===== src/rtl/updown_mod_counter.sv =====
// Up/down counter with programmable limit, variable step, wrap/saturate mode and prescaler.
// Optional capture register enabled by defining COUNTER_CAPTURE_EN.
module updown_mod_counter #(
  parameter int N       = 8,
  parameter int STEP_W  = 4,
  parameter int PRESC_W = 8
) (
  input  logic               clk,
  input  logic               reset,
  input  logic               clr,
  input  logic               load,
  input  logic [N-1:0]       d,
  input  logic               lim_we,
  input  logic [N-1:0]       lim_d,
  input  logic               en,
  input  logic               up,
  input  logic [STEP_W-1:0]  step,
  input  logic               mode,
  input  logic [PRESC_W-1:0] div,
  output logic [N-1:0]       q,
  output logic [N-1:0]       limit,
  output logic               max_tick,
  output logic               min_tick,
  output logic               wrap
`ifdef COUNTER_CAPTURE_EN
  ,
  input  logic               capture,
  output logic [N-1:0]       cap_q
`endif
);

  logic [PRESC_W-1:0] pc, pc_n;
  logic [N-1:0]       q_n, limit_n, step_n;
  logic [N:0]         sum;
  logic               wrap_n, fire;

  assign step_n = N'(step);
  // Extra bit keeps q + step from truncating before the limit compare.
  assign sum    = {1'b0, q} + {1'b0, step_n};

  always_comb begin
    q_n     = q;
    limit_n = limit;
    pc_n    = pc;
    wrap_n  = 1'b0;
    fire    = 1'b0;

    if (lim_we)
      limit_n = lim_d;

    if (clr) begin
      q_n  = '0;
      pc_n = '0;
    end else if (load) begin
      q_n  = (d < limit_n) ? d : limit_n;
      pc_n = '0;
    end else if (lim_we) begin
      q_n  = (q < lim_d) ? q : lim_d;
    end else if (en) begin
      // pc > div after a div change must still fire rather than run past.
      if (pc >= div) begin
        pc_n = '0;
        fire = 1'b1;
      end else begin
        pc_n = pc + PRESC_W'(1);
      end
    end

    if (fire) begin
      if (up) begin
        if (sum <= {1'b0, limit}) begin
          q_n = sum[N-1:0];
        end else begin
          q_n    = mode ? limit : '0;
          wrap_n = 1'b1;
        end
      end else begin
        if (q >= step_n) begin
          q_n = q - step_n;
        end else begin
          q_n    = mode ? '0 : limit;
          wrap_n = 1'b1;
        end
      end
    end
  end

  always_ff @(posedge clk or posedge reset) begin
    if (reset) begin
      q     <= '0;
      limit <= '1;
      pc    <= '0;
      wrap  <= 1'b0;
    end else begin
      q     <= q_n;
      limit <= limit_n;
      pc    <= pc_n;
      wrap  <= wrap_n;
    end
  end

  assign max_tick = (q == limit);
  assign min_tick = (q == '0);

`ifdef COUNTER_CAPTURE_EN
  always_ff @(posedge clk or posedge reset) begin
    if (reset)
      cap_q <= '0;
    else if (capture)
      cap_q <= q;
  end
`endif

endmodule


===== config.mk =====
export PLATFORM = sky130hd
export DESIGN_NAME = updown_mod_counter
export DESIGN_NICKNAME = d
export VERILOG_FILES = /design/src/rtl/updown_mod_counter.sv
export SDC_FILE = /design/constraint.sdc
export NUM_CORES = 1
export LEC_CHECK = 0
export BUFFER_PORTS_ARGS = -buffer_cell sky130_fd_sc_hd__buf_2
export CAP_MARGIN = 10
export CELL_PAD_IN_SITES_DETAIL_PLACEMENT = 0
export CELL_PAD_IN_SITES_GLOBAL_PLACEMENT = 1
export CORE_MARGIN = 4
export CORE_UTILIZATION = 38
export DETAILED_ROUTE_END_ITERATION = 7
export PLACE_DENSITY_LB_ADDON = 0.1
export RECOVER_POWER = 100
export SYNTH_ARGS = -nofsm -noshare
export SYNTH_HDL_FRONTEND = slang
export SYNTH_SLANG_ARGS = --single-unit

===== constraint.sdc =====
create_clock -name clk -period 3.6 [get_ports clk]
set_clock_uncertainty 0.05 [all_clocks]
set_input_delay 0.36 -clock clk [delete_from_list [all_inputs] [get_ports clk]]
set_output_delay 0.36 -clock clk [all_outputs]
set_load 0.01 [all_outputs]

==> out/results.txt <==
syn_area_per_cell = 8.07 um2
First DRT Iteration DRCs = 194
core area = 7730 um2
crit-path leading delay family = simple AND/OR/NAND/NOR gates
clock sink count = 25
r2r setup slk = 0.13 ns
GR Util All Layers = 21.2%
max_cap viols = 0
H-tree depth = 1
most used cell, CP = ha_1
cells after synthesis = 375
IO Pins = 55
CTS Buffer Depth = 2
Largest stage delay, worst path = 0.45 ns
layout net count = 523
dominant synthesized flop cell = dfrtp_1
Crit Path Class = flip-flop to flip-flop
Peak supply drop = 0.175 mV
dpl hpwl = 8130 um
Hold Buf Count CTS = 0
crit end category = flip-flop
global-route wire length before repair = 16,400 um
Seq/Total Area, Yosys = 21.0%
Mapped Area = 3030 um2
TNS Setup = 0 ns
vias in the first global route = 3,179
Worst Path Required = 3.69 ns
pre-CTS WS = -0.118 ns
Mapped Nets = 452
DR DRC count = 0
Root Driver = clkbuf_8
most frequent cells in the layout = inv_1, buf_2, ha_1
drt pass-1 iters = 4
Worst Hold Class = input port to asynchronous set/reset pin
wire per inst = 18.5 um
fin crit share = 96.5%
Power Density = 307 nW/um2
area of the multi-input gates = 2220 um2
Port Buffer Count = 54
Tmin final = 3.47 ns
hold violation count in the final report = 0
largest net degree at the start of global routing = 24
EDFF count, synth = 0
Startpoint Class = flip-flop
crit-path max FO = 4
number of buffers created by CTS = 3
Reg area = 636 um2
WP buf/inv = 2
Hold Slack = 0.235 ns
Slew Viols, Final = 0
Max Freq = 288 MHz
Area growth, synth to finish = 19.3%
distinct cell type count after synthesis = 68
DRT antenna net count = 0
clock-pin slew on the worst setup and hold paths = 0.10 ns
Yosys top cell area share = 16.1%
# diodes = 0
Leak = 1.71 nW
Synth Warn # = 0
total number of vias = 3,099
die width = 97.3 um
largest area contributor in the netlist = ha_1
initial antenna violation count = 0
critical path arrival = 3.56 ns
Initial Utilization = 39.2%
normalized max-slew margin = 33.3%
# setup viols final = 0
grt ovf = 0
placer congestion estimate = 0.881
WL final = 10,100 um
most common cell after layout, fill and taps aside = inv_1
share of cells above drive strength 1 = 19.3%
CP Cell Sequence = ha_1, or3b_4, a31oi_4, o211ai_1, xnor2_1, ha_1, inv_1, o22ai_1, or4_4, a21boi_2, buf_4, mux2i_1, o2111ai_1
status = completed
asr flop ratio synth = 100%
CTS tree = done
synth top area cells = ha_1, dfrtp_1, dfstp_2
slowest CP cell = dfrtp_1
DIE AREA = 9460 um2
fillers = 786
synthesized flop and latch total = 25
Clk Latency, worst-skew pair = 0.28 ns
drt via density = 5.67
Die H = 97.3 um
Row Count = 32
Worst Tran Pin Value = 0.992 ns
final worst setup slack = 0.126 ns
[final timing paths]
check | startpoint | cells after the start | end
max in group asynchronous | reset | 3 | limit[1]
min in group clk | lim_d[4] | 3 | limit[4]
setup reg to reg | q[1] | 13 | q[3]
hold reg to reg | pc[2] | 1 | pc[2]
setup / recovery | q[1] | 13 | q[3]
hold / removal | reset | 2 | pc[1]
[cell families (layout without fill, tap and decap cells)]
| kind of cell | count (synthesis) | after routing | synth area share [%] |
|---|---|---|---|
| xor gates and xnor gates | 17 | 17 | 4.92 |
| adders and majority gates | 41 | 41 | 17.4 |
| muxes | 9 | 9 | 3.26 |
| buffers and inverters | 58 | 128 | 7.44 |
| DFF | 25 | 25 | 21.0 |
| and+or+nand+nor | 120 | 120 | 20.6 |
| AOI/OAI and AO/OA | 105 | 105 | 25.3 |
[through the flow]
step                      cells  util [%]  area [um2]  total power [mW]
after floorplan             375         -        3030             0.701
after global placement      539      45.5        3520             0.913
after detailed placement    539      45.5        3520             0.910
after CTS                   543      46.2        3570              1.10
after global routing        547      46.8        3610              1.19
final                       547      46.8        3610              1.11
[per-layer routing]
layer  track usage (%)  up-vias  wire (um)
li1                  -     1526          -
met2              36.5       92       4770
met1              28.1     1463       4630
met5                 0        -          0
met4              4.15        0        187
met3              3.30       18        544
[cells in the mapped netlist, types with 4 or more instances]
master    instances
dfrtp_1          17
a211oi_1         12
and3_1            8
nand4_1           9
o21ai_1           4
nor2_1           28
ha_1             39
nor3_1           10
nand2_1          21
xor2_1            4
a22o_1            4
nand3_1          15
xnor2_1          13
dfstp_2           8
o31ai_1           7
o211ai_1          7
o21ai_0          20
a21oi_1          12
mux2i_1           5
nand2b_1          7
inv_1            48
clkbuf_1          6
[report_power, final]
group,switching [mW],leakage [nW],internal (mW)
logic,0.335,1.38,0.246
clock network,0.105,0.0217,0.0788
registers,0.0391,0.310,0.304
[flip-flops by register name, indices dropped and copies added (netlist names)]
signal,flops
limit,8
wrap,1
pc,8
q,8
[worst reg2reg max path, stage by stage (launching register included)]
cell	delay, ns
dfrtp_1	0.45
ha_1	0.32
or3b_4	0.43
a31oi_4	0.15
o211ai_1	0.12
xnor2_1	0.26
ha_1	0.28
inv_1	0.06
o22ai_1	0.08
or4_4	0.45
a21boi_2	0.18
buf_4	0.15
mux2i_1	0.21
o2111ai_1	0.14
[what timing repair did]
| action | CTS | global route |
|---|---|---|
| pin swaps | 0 | 9 |
| buffers inserted | 0 | 4 |
| resized for setup | 1 | 11 |
| endpoints found under the setup margin | 1 | 8 |
| cloned | 0 | 0 |
[area by class of cell]
| type | instances | share of cell area, % |
|---|---|---|
| multi-input cells | 292 | 61.4 |
| well taps | 102 | 3.53 |
| clock buffers | 3 | 1.14 |
| inverters | 48 | 4.99 |
| clock inverters | 1 | 0.208 |
| flip-flops and latches | 25 | 17.6 |
| repair buffers | 76 | 11.1 |
(Power assumes the default switching activity.)
